## src/rtl/div_pkg.sv

```systemverilog
// Shared definitions for the iterative restoring divider: sequencing states,
// default datapath width and the quotient reported on divide-by-zero.
package div_pkg;

   typedef enum logic [1:0] {
      IDLE = 2'd0,
      RUN  = 2'd1,
      DONE = 2'd2
   } state_t;

   localparam int DIV_WIDTH = 32;

   localparam logic [DIV_WIDTH-1:0] DIV_ZERO_QUOT = '1;

endpackage

```

## src/rtl/div_step.sv

```systemverilog
// One restoring-division step: shift the next dividend bit into the partial
// remainder, trial-subtract the divisor, restore on borrow.
module div_step
   import div_pkg::*;
#(
   parameter int WIDTH = DIV_WIDTH
) (
   input  logic [WIDTH-1:0] rem,
   input  logic [WIDTH-1:0] q,
   input  logic [WIDTH-1:0] divisor,
   output logic [WIDTH-1:0] next_rem,
   output logic [WIDTH-1:0] next_q
);

   logic [WIDTH:0] a;
   logic [WIDTH:0] nb;
   logic [WIDTH:0] trial;
   logic           borrow;

   assign a  = {rem, q[WIDTH-1]};
   assign nb = ~{1'b0, divisor};

   // a + ~b + 1 as an explicit ripple chain; bit WIDTH of the result is the borrow
   always_comb begin : ripple
      logic c;
      c     = 1'b1;
      trial = '0;
      for (int i = 0; i <= WIDTH; i++) begin
         trial[i] = a[i] ^ nb[i] ^ c;
         c        = (a[i] & nb[i]) | (c & (a[i] ^ nb[i]));
      end
   end

   assign borrow   = trial[WIDTH];
   assign next_q   = {q[WIDTH-2:0], ~borrow};
   assign next_rem = borrow ? {rem[WIDTH-2:0], q[WIDTH-1]} : trial[WIDTH-1:0];

endmodule

```

## src/rtl/divider_ctrl.sv

```systemverilog
// Sequencing controller for the unsigned restoring divider: start/busy/done
// handshake, step counter, working registers and registered results.
module divider_ctrl
   import div_pkg::*;
#(
   parameter int WIDTH = DIV_WIDTH,
   parameter int CNT_W = 6
) (
   input  logic             clk,
   input  logic             rst,
   input  logic             start,
   input  logic [WIDTH-1:0] dividend,
   input  logic [WIDTH-1:0] divisor,
   output logic             busy,
   output logic             done,
   output logic [WIDTH-1:0] quotient,
   output logic [WIDTH-1:0] remainder,
   output logic             div_by_zero
);

   state_t           state;
   state_t           state_nx;
   logic [CNT_W-1:0] count;
   logic [WIDTH-1:0] rem;
   logic [WIDTH-1:0] q;
   logic [WIDTH-1:0] dvs;
   logic [WIDTH-1:0] next_rem;
   logic [WIDTH-1:0] next_q;
   logic             accept;
   logic             last_step;

   assign accept    = (state == IDLE) && start;
   assign last_step = (state == RUN) && (count == CNT_W'(1));

   div_step #(.WIDTH(WIDTH)) u_step (
      .rem      (rem),
      .q        (q),
      .divisor  (dvs),
      .next_rem (next_rem),
      .next_q   (next_q)
   );

   always_ff @(posedge clk) begin
      if (rst) state <= IDLE;
      else     state <= state_nx;
   end

   always_comb begin
      state_nx = state;
      case (state)
         IDLE:    if (start) state_nx = (divisor == '0) ? DONE : RUN;
         RUN:     if (count == CNT_W'(1)) state_nx = DONE;
         DONE:    state_nx = IDLE;
         default: state_nx = IDLE;
      endcase
   end

   always_comb begin
      busy = (state == RUN);
      done = (state == DONE);
   end

   // Working registers carry no reset: they are always reloaded on acceptance.
   always_ff @(posedge clk) begin
      if (accept) begin
         dvs <= divisor;
         rem <= '0;
         q   <= dividend;
      end else if (state == RUN) begin
         rem <= next_rem;
         q   <= next_q;
      end
   end

   always_ff @(posedge clk) begin
      if (rst) begin
         count       <= '0;
         quotient    <= '0;
         remainder   <= '0;
         div_by_zero <= 1'b0;
      end else if (accept) begin
         if (divisor != '0) begin
            count       <= CNT_W'(WIDTH);
            div_by_zero <= 1'b0;
         end else begin
            quotient    <= WIDTH'(DIV_ZERO_QUOT);
            remainder   <= dividend;
            div_by_zero <= 1'b1;
         end
      end else if (state == RUN) begin
         count <= count - CNT_W'(1);
         if (last_step) begin
            quotient  <= next_q;
            remainder <= next_rem;
         end
      end
   end

endmodule

```

## config.mk

```make
export PLATFORM = sky130hd
export DESIGN_NAME = divider_ctrl
export DESIGN_NICKNAME = d
export VERILOG_FILES = /design/src/rtl/div_pkg.sv /design/src/rtl/div_step.sv /design/src/rtl/divider_ctrl.sv
export SDC_FILE = /design/constraint.sdc
export NUM_CORES = 1
export LEC_CHECK = 0
export CAP_MARGIN = 20
export CORE_MARGIN = 3
export CORE_UTILIZATION = 43
export CTS_BUF_LIST = sky130_fd_sc_hd__clkbuf_4
export DETAILED_ROUTE_END_ITERATION = 7
export PLACE_DENSITY_LB_ADDON = 0.08
export SLEW_MARGIN = 20
export SYNTH_ARGS = -nofsm -noshare
export SYNTH_HDL_FRONTEND = slang
export SYNTH_SLANG_ARGS = --single-unit
```

## constraint.sdc

```tcl
create_clock -name clk -period 37.9 [get_ports clk]
set_input_delay 3.79 -clock clk [delete_from_list [all_inputs] [get_ports clk]]
set_output_delay 3.79 -clock clk [all_outputs]
set_load 0.01 [all_outputs]
```

# After elaboration in Yosys (flattened, before gate mapping)
# Index checks and enable logic that the tools add are counted.
# W data, S select, Z words.
[word_totals]
regBits = 169
word_cells = 208
[op_classes]
n_reduce_logical = 10
n_addsub = 1
eq_ne = 7
bitwise = 163
mux = 19
[ops]
columns = ["cell", "n"]
rows = [
  ["$mux W32", 11],
  ["$xor A1 B1 Y1", 65],
  ["$and A1 B1 Y1", 63],
  ["$not A32 Y33", 1],
  ["$logic_not A32 Y1", 1],
  ["$or A1 B1 Y1", 32],
  ["$reduce_bool A32 Y1", 1],
  ["$mux W6", 3],
  ["$eq A6 B1 Y1 const B", 1],
  ["$mux W2", 3],
  ["$sub A6 B1 Y6 const B", 1],
  ["$ne A2 B1 Y1 const B", 2],
  ["$ne A2 B2 Y1 const B", 2],
  ["$pmux W2 S2", 1],
  ["$reduce_and A2 Y1", 2],
  ["$reduce_bool A2 Y1", 2],
  ["$reduce_and A3 Y1", 1],
  ["$eq A2 B1 Y1 const B", 1],
  ["$eq A2 B2 Y1 const B", 1],
  ["$logic_and A1 B1 Y1", 2],
  ["$logic_not A2 Y1", 1],
  ["$not A1 Y1", 2],
  ["$mux W1", 1],
]

# Logic depth before layout (Yosys ltp)
[logic_depth]
ltp_word = 70
mapped_depth = 42

# By module
# From an unflattened synthesis, not the netlist that was laid out.
[hier_totals]
hier_cells = 777
hier_area_um2 = 8107.8
[modules_own_cells]
columns = ["mod", "area_each_um2", "instances", "cells_per_inst"]
rows = [
  ["divider_ctrl", 6716.4, 1, 643],
  ["div_step", 1391.3, 1, 134],
]

# Least setup slack after synthesis
# Ideal clock, no wire load.
[synth_timing]
path_kind = "register -> register"
start = "register dvs[0]"
end = "register remainder[14]"
required_ns = 37.817
stages_incl_launch_ff = 42
slack_ns = 24.819
setup_ns = 0.083
arrival_ns = 12.998
period_less_slack_ns = 13.081
path_buffers = 1
path_cell_list = "edfxtp_1 -> ha_1 -> fa_1 -> fa_1 -> fa_1 -> fa_1 -> fa_1 -> fa_1 -> fa_1 -> inv_1 -> fa_1 -> fa_1 -> inv_1 -> fa_1 -> fa_1 -> fa_1 -> fa_1 -> fa_1 -> [6 not listed] -> fa_1 -> fa_1 -> fa_1 -> fa_1 -> fa_1 -> fa_1 -> fa_1 -> fa_1 -> inv_1 -> fa_1 -> inv_1 -> fa_1 -> fa_1 -> xnor2_2 -> buf_6 -> mux2_4 -> mux2_2 -> o221ai_2"
[synth_between]
elab_chain_len = 70
elab_cells_between_ends = 72
[synth_lines]
columns = ["item", "line", "text"]
rows = [
  ["from (decl)", "divider_ctrl.sv:26", "logic [WIDTH-1:0] dvs;"],
  ["from (signal assigned)", "divider_ctrl.sv:66", "dvs <= divisor;"],
  ["$not A32 Y33 *", "div_step.sv:21", "assign nb = ~{1'b0, divisor};"],
  ["$and A1 B1 Y1 or $xor A1 B1 Y1 (tied branches)", "div_step.sv:30", "c = (a[i] & nb[i]) | (c & (a[i] ^ nb[i]));"],
  ["$or A1 B1 Y1 *", "div_step.sv:30", ""],
  ["$and A1 B1 Y1 *", "div_step.sv:30", ""],
  ["$or A1 B1 Y1 *", "div_step.sv:30", ""],
  ["$and A1 B1 Y1 *", "div_step.sv:30", ""],
  ["$or A1 B1 Y1 *", "div_step.sv:30", ""],
  ["$and A1 B1 Y1 *", "div_step.sv:30", ""],
  ["[54 not listed]", "n/a", ""],
  ["$or A1 B1 Y1", "div_step.sv:30", ""],
  ["$and A1 B1 Y1", "div_step.sv:30", ""],
  ["$or A1 B1 Y1", "div_step.sv:30", ""],
  ["$xor A1 B1 Y1", "div_step.sv:29", "trial[i] = a[i] ^ nb[i] ^ c;"],
  ["$mux W32 *", "div_step.sv:36", "assign next_rem = borrow ? {rem[WIDTH-2:0], q[WIDTH-1]} : trial[WIDTH-1:0];"],
  ["$mux W32 *", "divider_ctrl.sv:92", "if (last_step) begin"],
  ["$mux W32 *", "divider_ctrl.sv:90", "end else if (state == RUN) begin"],
  ["$mux W32 *", "divider_ctrl.sv:81", "end else if (accept) begin"],
  ["to (signal assigned)", "divider_ctrl.sv:87", "remainder <= dividend;"],
  ["to (signal assigned)", "divider_ctrl.sv:94", "remainder <= next_rem;"],
  ["to (decl)", "divider_ctrl.sv:17", "output logic [WIDTH-1:0] remainder,"],
]
# Mark *: on every way between the ends. The rest lies on a longest branch, timed or not. The select of a mux whose other input is x is not followed.
# A chain may end at the register's enable or synchronous reset.

# Final worst setup path
[layout_timing]
start = "register q[31]"
end = "register remainder[14]"
[layout_between]
elab_chain_len = 69
elab_cells_between_ends = 71
[layout_lines]
columns = ["item", "line", "text"]
rows = [
  ["from (decl)", "divider_ctrl.sv:25", "logic [WIDTH-1:0] q;"],
  ["from (signal assigned)", "divider_ctrl.sv:68", "q <= dividend;"],
  ["from (signal assigned)", "divider_ctrl.sv:71", "q <= next_q;"],
  ["$and A1 B1 Y1 or $xor A1 B1 Y1 (tied branches)", "div_step.sv:30", ""],
  ["$or A1 B1 Y1 *", "div_step.sv:30", ""],
  ["$and A1 B1 Y1 *", "div_step.sv:30", ""],
  ["$or A1 B1 Y1 *", "div_step.sv:30", ""],
  ["$and A1 B1 Y1 *", "div_step.sv:30", ""],
  ["$or A1 B1 Y1 *", "div_step.sv:30", ""],
  ["$and A1 B1 Y1 *", "div_step.sv:30", ""],
  ["$or A1 B1 Y1 *", "div_step.sv:30", ""],
  ["[53 not listed]", "n/a", ""],
  ["$or A1 B1 Y1", "div_step.sv:30", ""],
  ["$and A1 B1 Y1", "div_step.sv:30", ""],
  ["$or A1 B1 Y1", "div_step.sv:30", ""],
  ["$xor A1 B1 Y1", "div_step.sv:29", ""],
  ["$mux W32 *", "div_step.sv:36", ""],
  ["$mux W32 *", "divider_ctrl.sv:92", ""],
  ["$mux W32 *", "divider_ctrl.sv:90", ""],
  ["$mux W32 *", "divider_ctrl.sv:81", ""],
]
# Marks and branches as above.

==> impl_metrics.env <==
export IMPL_status="completed"
export IMPL_clk_path_buf_depth=2
export IMPL_grt_setup_unrepaired="no"
export IMPL_slew_viol_final=0
export IMPL_pre_cts_slack_ns=23.55
export IMPL_max_stage_delay_ns=0.61
export IMPL_area_growth_pct=21.33
export IMPL_track_usage_pct=19.89
export IMPL_core_area_sq_mm=0.01889
export IMPL_synth_most_common_cell="nand2_1"
export IMPL_path_clk_slew_ns=0.14
export IMPL_power_density_mw_per_mm2=47.49
export IMPL_syn_inst=777
export IMPL_io_buffer_count=133
export IMPL_finClkSkew_ns=0.01639
export IMPL_slew_headroom_pct=28.49
export IMPL_drv_cap=0
export IMPL_worstMarginPinSlew_ns=1.073
export IMPL_crit_required_ns=38.38
export IMPL_hold_viol=0
export IMPL_power_frac_comb_pct=30.5
export IMPL_post_route_min_period_ns=14.33
export IMPL_async_reset_ff_share_pct=0
export IMPL_yosys_top_cells_count="165 x nand2_1, 105 x dfxtp_1, 68 x nor2_1"
export IMPL_synth_distinct_cells=53
export IMPL_final_seq_area_sq_mm=0.004024
export IMPL_wire_per_inst_um=18.29
export IMPL_cp_start_kind="flip-flop"
export IMPL_syn_num_nets=878
export IMPL_synth_top_cell_by_area="dfxtp_1"
export IMPL_synth_area_leaders="dfxtp_1 25%, edfxtp_1 23%, fa_1 7.4%, nand2_1 7.4%, mux2_4 5.0%"
export IMPL_globalplace_congestion=0.7823
export IMPL_clock_latency_ns=0.56
export IMPL_clkPwrFrac_pct=23.0
export IMPL_yosys_area_top_type_share_pct=25.21
export IMPL_pwr_share_seq_pct=46.5
export IMPL_grt_pass1_wl_um=33490
export IMPL_fill_cells=1742
export IMPL_hold_depth=2
export IMPL_cpMostUsedCell="fa_1"
export IMPL_ff2ff_path_depth=42
export IMPL_initial_utilization_pct=44.13
export IMPL_cts_root_buf="clkbuf_4"
export IMPL_synthSimpleGateAreaFrac_pct=15.41
export IMPL_drt_iter0_drc=382
export IMPL_drive_gt1_share_pct=16.31
export IMPL_die_w_um=145.2
export IMPL_cts_setup_buffers=0
export IMPL_synth_main_ff_cell="dfxtp_1"
export IMPL_worstSetupEndpointType="flip-flop"
export IMPL_rows=50
export IMPL_synth_top_family_by_area="simple AND/OR/NAND/NOR gates"
export IMPL_htreeDepth=4
export IMPL_crit_fanout=16
export IMPL_slowest_stage="xnor2_4"
export IMPL_vias_per_cell=5.420
export IMPL_grt_overflow=0
export IMPL_postCtsHoldBufs=0
export IMPL_synth_compound_area_share_pct=12.98
export IMPL_numCtsBuffers=17
export IMPL_multi_input_area_sq_mm=0.003890
export IMPL_switching_share_pct=31.09
export IMPL_place_hpwl_um=14630
export IMPL_boundaryPins=134
export IMPL_critPathKind="flip-flop to flip-flop"
export IMPL_drt_pass1_iterations=5
export IMPL_setup_violations=0
export IMPL_nets=983
export IMPL_die_area_sq_mm=0.02109
export IMPL_die_y_um=145.2
export IMPL_synth_xor_xnor_area_share_pct=0.6153
export IMPL_synth_edff_count=64
export IMPL_via_count=6266
export IMPL_cts_tree="built"
export IMPL_synthMuxAreaShare_pct=9.455
export IMPL_synthAdderAreaFrac_pct=7.894
export IMPL_post_route_period_util_pct=37.81
export IMPL_power_switching_mw=0.1493
export IMPL_drt_total_wl_um=21140
export IMPL_finalWorstSetupSlack_ns=23.57
export IMPL_cellLeakagePower_nw=3.489
export IMPL_cp_data_arrival_time_ns=14.81
export IMPL_ant_nets=0
export IMPL_min_path_type="flip-flop to flip-flop"
export IMPL_cts_resized=0
export IMPL_fin_util_pct=53.54
export IMPL_syn_area_per_cell_sq_um=10.73
export IMPL_ys_ff_latch=169
export IMPL_grt_pass1_vias=6058
export IMPL_grt_max_degree=75
export IMPL_fmax_mhz=69.78
export IMPL_finalSetupTns_ns=0
export IMPL_ys_seq_area_share_pct=48.27
export IMPL_grt_antenna_before_repair=1
export IMPL_drc=0
export IMPL_peakVddDrop_v=0.00002324
export IMPL_syn_area_sq_mm=0.008337
export IMPL_internal_power_mw=0.3310
export IMPL_yosysWarnings=0
export IMPL_clkSinkCount=169
worst paths after layout:
path,startpoint,end,slack [ns]
worst max-delay path,q[31]$_DFFE_PP_,remainder[14]$_SDFFE_PP0P_,23.57
worst min-delay path,div_by_zero$_SDFFE_PP0P_,div_by_zero$_SDFFE_PP0P_,0.48
worst max register to register,q[31]$_DFFE_PP_,remainder[14]$_SDFFE_PP0P_,23.57
worst min register to register,div_by_zero$_SDFFE_PP0P_,div_by_zero$_SDFFE_PP0P_,0.48
per-stage QoR:
stage	hold slack (ns)	cell area, sq um	total power, mW	cells
after detailed placement	0.4675	9816	0.3747	1123
final	0.4780	10110	0.4804	1156
after floorplan	0.4419	8337	0.3350	777
after global routing	0.5202	10110	0.5085	1156
after global placement	0.4481	9793	0.3705	1122
after CTS	0.4855	10110	0.4844	1155
state kept, by name (all words and copies together) (netlist names):
register	count
count	6
div_by_zero	1
dvs	32
q	32
quotient	32
rem	32
remainder	32
state	2
layout make-up:
cell class	instances	area share, %
Sequential cell	169	39.78
Timing Repair Buffer	143	14.00
Clock inverter	13	1.522
Antenna cell	1	0.02474
Multi-Input combinational cell	509	38.46
Tap cell	260	3.216
Inverter	42	1.583
Clock buffer	19	1.410
kinds of logic (layout without fill, tap and decap cells):
group | count (synthesis) | count (layout)
buffers and inverters | 99 | 217
other | 0 | 1
XOR/XNOR | 5 | 5
AND/OR/NAND/NOR | 293 | 293
multiplexers | 61 | 61
AO/OA/AOI/OAI | 116 | 116
flip-flops | 169 | 169
adder cells (fa/ha/maj) | 34 | 34
layout by cell type (no fill, tap or decap), types with 4 or more instances in the layout:
master             n
nand2_1          165
clkbuf_4          19
a211oi_1          23
o22ai_1           27
a32o_1             4
a211oi_2          10
o21ai_0            5
clkdlybuf4s50_1  132
dfxtp_1          105
o221ai_2          26
nor3_1             5
edfxtp_1          64
nor2_1            67
inv_1             39
nor4_1             8
mux2_4            28
buf_4             10
nand4_1           34
o221ai_1           5
fa_1              31
mux2_2            29
clkinv_1           4
power by group through the flow:
stage | Combinational (mW) | Clock, mW | Sequential, mW
finish | 0.147 | 0.111 | 0.223
detailed placement | 0.147 | 0 | 0.227
global route | 0.163 | 0.120 | 0.226
floorplan | 0.109 | 0 | 0.226
global placement | 0.144 | 0 | 0.227
CTS | 0.148 | 0.113 | 0.223
worst max-delay path: cells and delay by family, from the launching register on:
kind	cells	cell delay, ns
buffers and inverters	6	0.74
AO/OA/AOI/OAI	1	0.15
flip-flops	1	0.34
multiplexers	2	0.62
adder cells (fa/ha/maj)	32	11.77
XOR/XNOR	1	0.61
metal layers:
layer	wire [um]	vias up	track usage, %
met3	1004	19	3.529
met4	241	0	5.603
met5	0	-	0
met1	10140	3086	29.16
li1	-	2969	-
met2	9752	192	30.36
(Power assumes the default switching activity.)
